==> src/rtl/counter_pkg.sv <==
// Shared definitions for the cascaded modulo counter: direction encoding and
// the parameter sanity check used at elaboration.
package counter_pkg;

    localparam logic DIR_UP   = 1'b1;
    localparam logic DIR_DOWN = 1'b0;

    // True when a digit of width w can hold every value 0..m-1 and m is a usable modulus.
    function automatic bit digit_w_ok(input int w, input int m);
        return (m >= 2) && (w >= 1) && ((64'd1 << w) >= 64'(m));
    endfunction

endpackage

==> src/rtl/mod_cascade_counter_digit.sv <==
// One modulo-DIGIT_MOD digit of the cascade. Also exposes its next-state value so
// the top can register a zero-latency compare match.
module mod_digit
    import counter_pkg::*;
#(
    parameter int DIGIT_W   = 4,
    parameter int DIGIT_MOD = 10
) (
    input  logic               clk,
    input  logic               rstn,
    input  logic               step,
    input  logic               up_dn,
    input  logic               clr,
    input  logic               load,
    input  logic [DIGIT_W-1:0] load_digit,
    input  logic               hold,
    output logic [DIGIT_W-1:0] value,
    output logic [DIGIT_W-1:0] value_next,
    output logic               at_max,
    output logic               at_zero
);

    localparam logic [DIGIT_W-1:0] DIGIT_MAX = DIGIT_W'(DIGIT_MOD - 1);

    logic [DIGIT_W-1:0] value_q;
    logic [DIGIT_W-1:0] value_d;

    assign at_max     = (value_q == DIGIT_MAX);
    assign at_zero    = (value_q == '0);
    assign value      = value_q;
    assign value_next = value_d;

    always_comb begin
        value_d = value_q;
        if (clr) begin
            value_d = '0;
        end else if (load) begin
            value_d = (load_digit > DIGIT_MAX) ? DIGIT_MAX : load_digit;
        end else if (step && !hold) begin
            if (up_dn == DIR_UP) begin
                value_d = at_max ? '0 : value_q + DIGIT_W'(1);
            end else begin
                value_d = at_zero ? DIGIT_MAX : value_q - DIGIT_W'(1);
            end
        end
    end

    always_ff @(posedge clk or negedge rstn) begin
        if (!rstn) begin
            value_q <= '0;
        end else begin
            value_q <= value_d;
        end
    end

endmodule

==> src/rtl/mod_cascade_counter.sv <==
// Multi-digit cascaded modulo counter with up/down, load/clear, one-shot stop,
// registered compare match and terminal-count outputs.
module mod_cascade_counter
    import counter_pkg::*;
#(
    parameter int NUM_DIGITS = 4,
    parameter int DIGIT_MOD  = 10,
    parameter int DIGIT_W    = 4
) (
    input  logic                          clk,
    input  logic                          rstn,
    input  logic                          en,
    input  logic                          up_dn,
    input  logic                          clr,
    input  logic                          load,
    input  logic [NUM_DIGITS*DIGIT_W-1:0] load_val,
    input  logic                          oneshot,
    input  logic [NUM_DIGITS*DIGIT_W-1:0] cmp_val,
    output logic [NUM_DIGITS*DIGIT_W-1:0] cnt,
    output logic                          cout,
    output logic                          tc,
    output logic                          match,
    output logic                          done
);

    localparam int W = NUM_DIGITS * DIGIT_W;

    if (!digit_w_ok(DIGIT_W, DIGIT_MOD) || (NUM_DIGITS < 1)) begin : g_param_check
        $error("mod_cascade_counter: DIGIT_W too small for DIGIT_MOD, or NUM_DIGITS < 1");
    end

    logic [NUM_DIGITS-1:0] at_max;
    logic [NUM_DIGITS-1:0] at_zero;
    logic [NUM_DIGITS-1:0] step;
    logic [W-1:0]          cnt_next;
    logic                  count_ok;
    logic                  wrap;
    logic                  hold;

    logic cout_q, cout_d;
    logic done_q, done_d;
    logic match_q, match_d;

    assign count_ok = en & ~done_q;
    assign tc       = (up_dn == DIR_UP) ? (&at_max) : (&at_zero);
    assign wrap     = en & tc & ~done_q & ~clr & ~load;
    // In one-shot mode the terminal value freezes instead of rolling over.
    assign hold     = oneshot & tc;

    for (genvar i = 0; i < NUM_DIGITS; i++) begin : g_digit
        if (i == 0) begin : g_lsd
            assign step[i] = count_ok;
        end else begin : g_upper
            assign step[i] = count_ok &
                ((up_dn == DIR_UP) ? (&at_max[i-1:0]) : (&at_zero[i-1:0]));
        end

        mod_digit #(
            .DIGIT_W   (DIGIT_W),
            .DIGIT_MOD (DIGIT_MOD)
        ) u_digit (
            .clk        (clk),
            .rstn       (rstn),
            .step       (step[i]),
            .up_dn      (up_dn),
            .clr        (clr),
            .load       (load),
            .load_digit (load_val[i*DIGIT_W +: DIGIT_W]),
            .hold       (hold),
            .value      (cnt[i*DIGIT_W +: DIGIT_W]),
            .value_next (cnt_next[i*DIGIT_W +: DIGIT_W]),
            .at_max     (at_max[i]),
            .at_zero    (at_zero[i])
        );
    end

    always_comb begin
        cout_d  = 1'b0;
        done_d  = done_q;
        match_d = (cnt_next == cmp_val);
        if (clr || load) begin
            done_d = 1'b0;
        end else if (wrap) begin
            cout_d = 1'b1;
            done_d = done_q | oneshot;
        end
    end

    always_ff @(posedge clk or negedge rstn) begin
        if (!rstn) begin
            cout_q  <= 1'b0;
            done_q  <= 1'b0;
            match_q <= 1'b0;
        end else begin
            cout_q  <= cout_d;
            done_q  <= done_d;
            match_q <= match_d;
        end
    end

    assign cout  = cout_q;
    assign done  = done_q;
    assign match = match_q;

endmodule

==> config.mk <==
export PLATFORM = sky130hd
export DESIGN_NAME = mod_cascade_counter
export DESIGN_NICKNAME = d
export VERILOG_FILES = /design/src/rtl/counter_pkg.sv /design/src/rtl/mod_cascade_counter_digit.sv /design/src/rtl/mod_cascade_counter.sv
export SDC_FILE = /design/constraint.sdc
export NUM_CORES = 1
export LEC_CHECK = 0
export CORE_MARGIN = 2
export CORE_UTILIZATION = 47
export DETAILED_ROUTE_END_ITERATION = 10
export PLACE_DENSITY = 0.81
export SYNTH_ARGS = -nofsm -noshare
export SYNTH_HDL_FRONTEND = slang
export SYNTH_SLANG_ARGS = --single-unit
export TNS_END_PERCENT = 100
==> constraint.sdc <==
create_clock -name clk -period 2.85 [get_ports clk]
set_input_delay 0.285 -clock clk [delete_from_list [all_inputs] [get_ports clk]]
set_output_delay 0.285 -clock clk [all_outputs]
set_load 0.01 [all_outputs]
==> impl_metrics.env, run 1 <==
export IMPL_outcome="complete, but fails checks"
export IMPL_violations="setup timing"
export IMPL_grt_ovfl_total=0
export IMPL_final_nets=531
export IMPL_fin_skew_ns=0.00554
export IMPL_rows=27
export IMPL_routed_wl_um=10400
export IMPL_die_w_um=80.5
export IMPL_worstSkewPairLatency_ns=0.27
export IMPL_cp_top_family="compound AO/OA/AOI/OAI gates"
export IMPL_cts_made_buffers=3
export IMPL_portBuffers=58
export IMPL_synth_area_leaders="dfrtp_1, ha_1, o21ai_0"
export IMPL_synth_edff_count=0
export IMPL_max_slew_margin_pct=35.6
export IMPL_hpwl_um=8270
export IMPL_grt_total_usage_pct=32.6
export IMPL_busiest_layer="met2"
export IMPL_cts_max_level=1
export IMPL_drv_slew=0
export IMPL_ir_drop_uv=201
export IMPL_syn_num_nets=422
export IMPL_dpl_cell_area_sq_um=3830
export IMPL_setup_violations_final=1
export IMPL_met1_usage_pct=41.0
export IMPL_cp_max_fo=9
export IMPL_first_global_vias=3302
export IMPL_synth_top_area_share_pct=17.3
export IMPL_antennaDiodeCount=0
export IMPL_max_cap_violations=0
export IMPL_p_leak_nw=1.64
export IMPL_syn_to_final_growth_pct=43.0
export IMPL_antenna_found_initial=0
export IMPL_final_cell_area_sq_um=3930
export IMPL_drtIter0Drc=333
export IMPL_start_util_pct=49.4
export IMPL_fin_hold_ws_ns=0.536
export IMPL_path_buf_inv=2
export IMPL_setup_worst_path_end_class="flop"
export IMPL_yosys_register_bits=19
export IMPL_fin_crit_sh_pct=104
export IMPL_grt_max_degree=28
export IMPL_clockBufferDepth=2
export IMPL_arrival_ns=3.17
export IMPL_cts_root_buf="clkbuf_8"
export IMPL_yosysSeqAreaShare_pct=17.3
export IMPL_startpoint_type="flop"
export IMPL_ys_warn_count=0
export IMPL_crit_slowest_cell="a2111o_1"
export IMPL_dieArea_sq_um=6480
export IMPL_synth_top_area_cell="dfrtp_1"
export IMPL_hold_violations=0
export IMPL_clkSinkCount=19
export IMPL_critPathRequiredTime_ns=3.05
export IMPL_antenna_left=0
export IMPL_syn_area_sq_um=2750
export IMPL_ys_flop_type="dfrtp_1"
export IMPL_syn_inst=371
export IMPL_layoutNonFillerInstCount=551
export IMPL_dp_cells=545
export IMPL_fmax_mhz=337
export IMPL_drive_above_1_share_pct=23.0
export IMPL_drcViolationCount=0
export IMPL_synth_cell_types=79
export IMPL_num_io_pins=59
export IMPL_core_area_sq_um=5570
export IMPL_utilization_pct=70.6
export IMPL_fp_dieH_um=80.5
export IMPL_viasPerCell=6.47
export IMPL_via_count=3565
export IMPL_tritoncts="built"
export IMPL_use_met2_pct=56.1
export IMPL_wl_per_cell_um=18.9
export IMPL_crit_path_max_incr_delay_ns=0.44
export IMPL_powerDensity_nw_per_um2=274
export IMPL_clkTransAtPathRegs_ns=0.09
export IMPL_crit_type="flop to flop"
export IMPL_setup_slack_ns=-0.116
export IMPL_min_period_ns=2.97
export IMPL_synth_avg_cell_area_sq_um=7.42
export IMPL_grt_use_met3_pct=4.16
export IMPL_rsz0062_at_grt="yes"
export IMPL_gp_congestion=0.975
export IMPL_firstDrtPassIters=6
export IMPL_holdBufCountCts=0
export IMPL_synthArstFlopShare_pct=100
export IMPL_worstPathCellList="buf_4, ha_2, nand3b_1, nor4_2, buf_4, o21ai_2, a2111o_1, o211ai_1, xor2_1, a2111o_1, nor3_2"
export IMPL_tightest_slew_ns=0.963
export IMPL_hold_path_class="input pin to async pin"
export IMPL_grt_first_pass_wirelength_um=16200
==> worst register-to-register path, stage by stage (launching register included) <==
cell and delay [ns]:
dfrtp_1 0.41, buf_4 0.20, ha_2 0.23, nand3b_1 0.16, nor4_2 0.33, buf_4 0.18
o21ai_2 0.10, a2111o_1 0.44, o211ai_1 0.15, xor2_1 0.11, a2111o_1 0.41, nor3_2 0.18
==> report_power, final <==
group / internal (mW) / switching [mW]
registers: 0.285 / 0.0158
clock network: 0.0979 / 0.111
logic: 0.273 / 0.296
==> cells in the final DEF (no fill, tap or decap), types with 3 or more instances in the layout <==
master	netlist	final
a2111oi_0	5	4
a211o_1	3	3
a211oi_1	5	5
a21o_1	3	3
a21oi_1	21	21
a222oi_1	3	3
a31o_2	5	5
a31oi_1	9	9
buf_4	1	72
clkbuf_8	0	3
clkdlybuf4s50_1	0	57
dfrtp_1	19	19
ha_1	12	10
inv_1	29	25
inv_2	0	4
mux2i_1	8	7
nand2_1	25	25
nand2b_1	10	10
nand3_1	12	12
nand3b_1	4	4
nand4b_1	3	3
nor2_1	27	27
nor2b_1	14	14
nor3_1	7	7
nor4_2	0	3
nor4b_1	3	3
o2111ai_1	4	4
o211ai_1	6	6
o21ai_0	22	22
o21bai_1	3	3
o221ai_1	4	4
o31ai_1	3	3
or3_1	5	5
==> cell type report <==
cell class | instances | area (sq um)
Fill cell | 495 | 1640
Tap cell | 72 | 90.1
Multi-Input combinational cell | 297 | 2090
Inverter | 29 | 109
Sequential cell | 19 | 475
Clock inverter | 1 | 5.00
Timing Repair Buffer | 130 | 1120
Clock buffer | 3 | 41.3
==> kinds of logic (layout without fill, tap and decap cells) <==
logic type,count (synthesis),in the layout,synth area share (%)
fa+ha+maj,12,12,5.46
xor+xnor,3,3,0.955
flops,19,19,17.3
buf+inv,55,163,8.37
compound gates,129,129,34.1
mux,9,9,3.32
simple gates,144,144,30.6
==> worst paths after layout <==
| check | cells after the start | slack, ns | to | startpoint |
|---|---|---|---|---|
| max | 11 | -0.12 | match | g_digit[2].u_digit.value[0] |
| min | 1 | 0.54 | cout | rstn |
| max reg2reg | 11 | -0.12 | match | g_digit[2].u_digit.value[0] |
| min reg2reg | 2 | 0.57 | done | done |
| max in group asynchronous | 1 | 1.72 | g_digit[1].u_digit.value[0] | rstn |
| min in group clk | 2 | 0.57 | done | done |
==> cells in the mapped netlist, types with 6 or more instances <==
cell	number
o211ai_1	6
o21ai_0	22
nand3_1	12
a31oi_1	9
mux2i_1	8
nand2b_1	10
nor3_1	7
a21oi_1	21
nor2_1	27
ha_1	12
inv_1	29
nand2_1	25
dfrtp_1	19
nor2b_1	14
clkbuf_1	17
==> registers in the layout (all words and copies together) (netlist names) <==
name	flops
g_digit.u_digit.value	16
cout	1
done	1
match	1
==> per-layer routing <==
| layer | share of wire [%] | wire length (um) |
|---|---|---|
| met5 | 0 | 0 |
| met4 | 4.4 | 462 |
| met3 | 9.2 | 956 |
| met2 | 47 | 4920 |
| met1 | 39 | 4050 |
==> metrics by stage <==
stage | total power [mW] | setup WS, ns | setup TNS, ns
floorplan | 0.584 | 0.00783 | 0
global placement | 0.837 | -0.0603 | -0.0603
detailed placement | 0.846 | -0.0999 | -0.0999
CTS | 1.05 | 0.0108 | 0
global route | 1.12 | -0.157 | -0.157
finish | 1.08 | -0.116 | -0.116
==> timing repair <==
action	4_1_cts	5_1_grt
endpoints found under the setup margin	2	2
gates resized for setup	5	12
buffers inserted	2	0
pin swaps	3	0
Note: power is estimated with default switching activity, not from simulation.
==> inputs of run 2 (changes only) <==
SLEW_MARGIN = 10   (was not set)
==> results of run 2 <==
The final DEF is identical to that of run 1; final timing and power are the same.
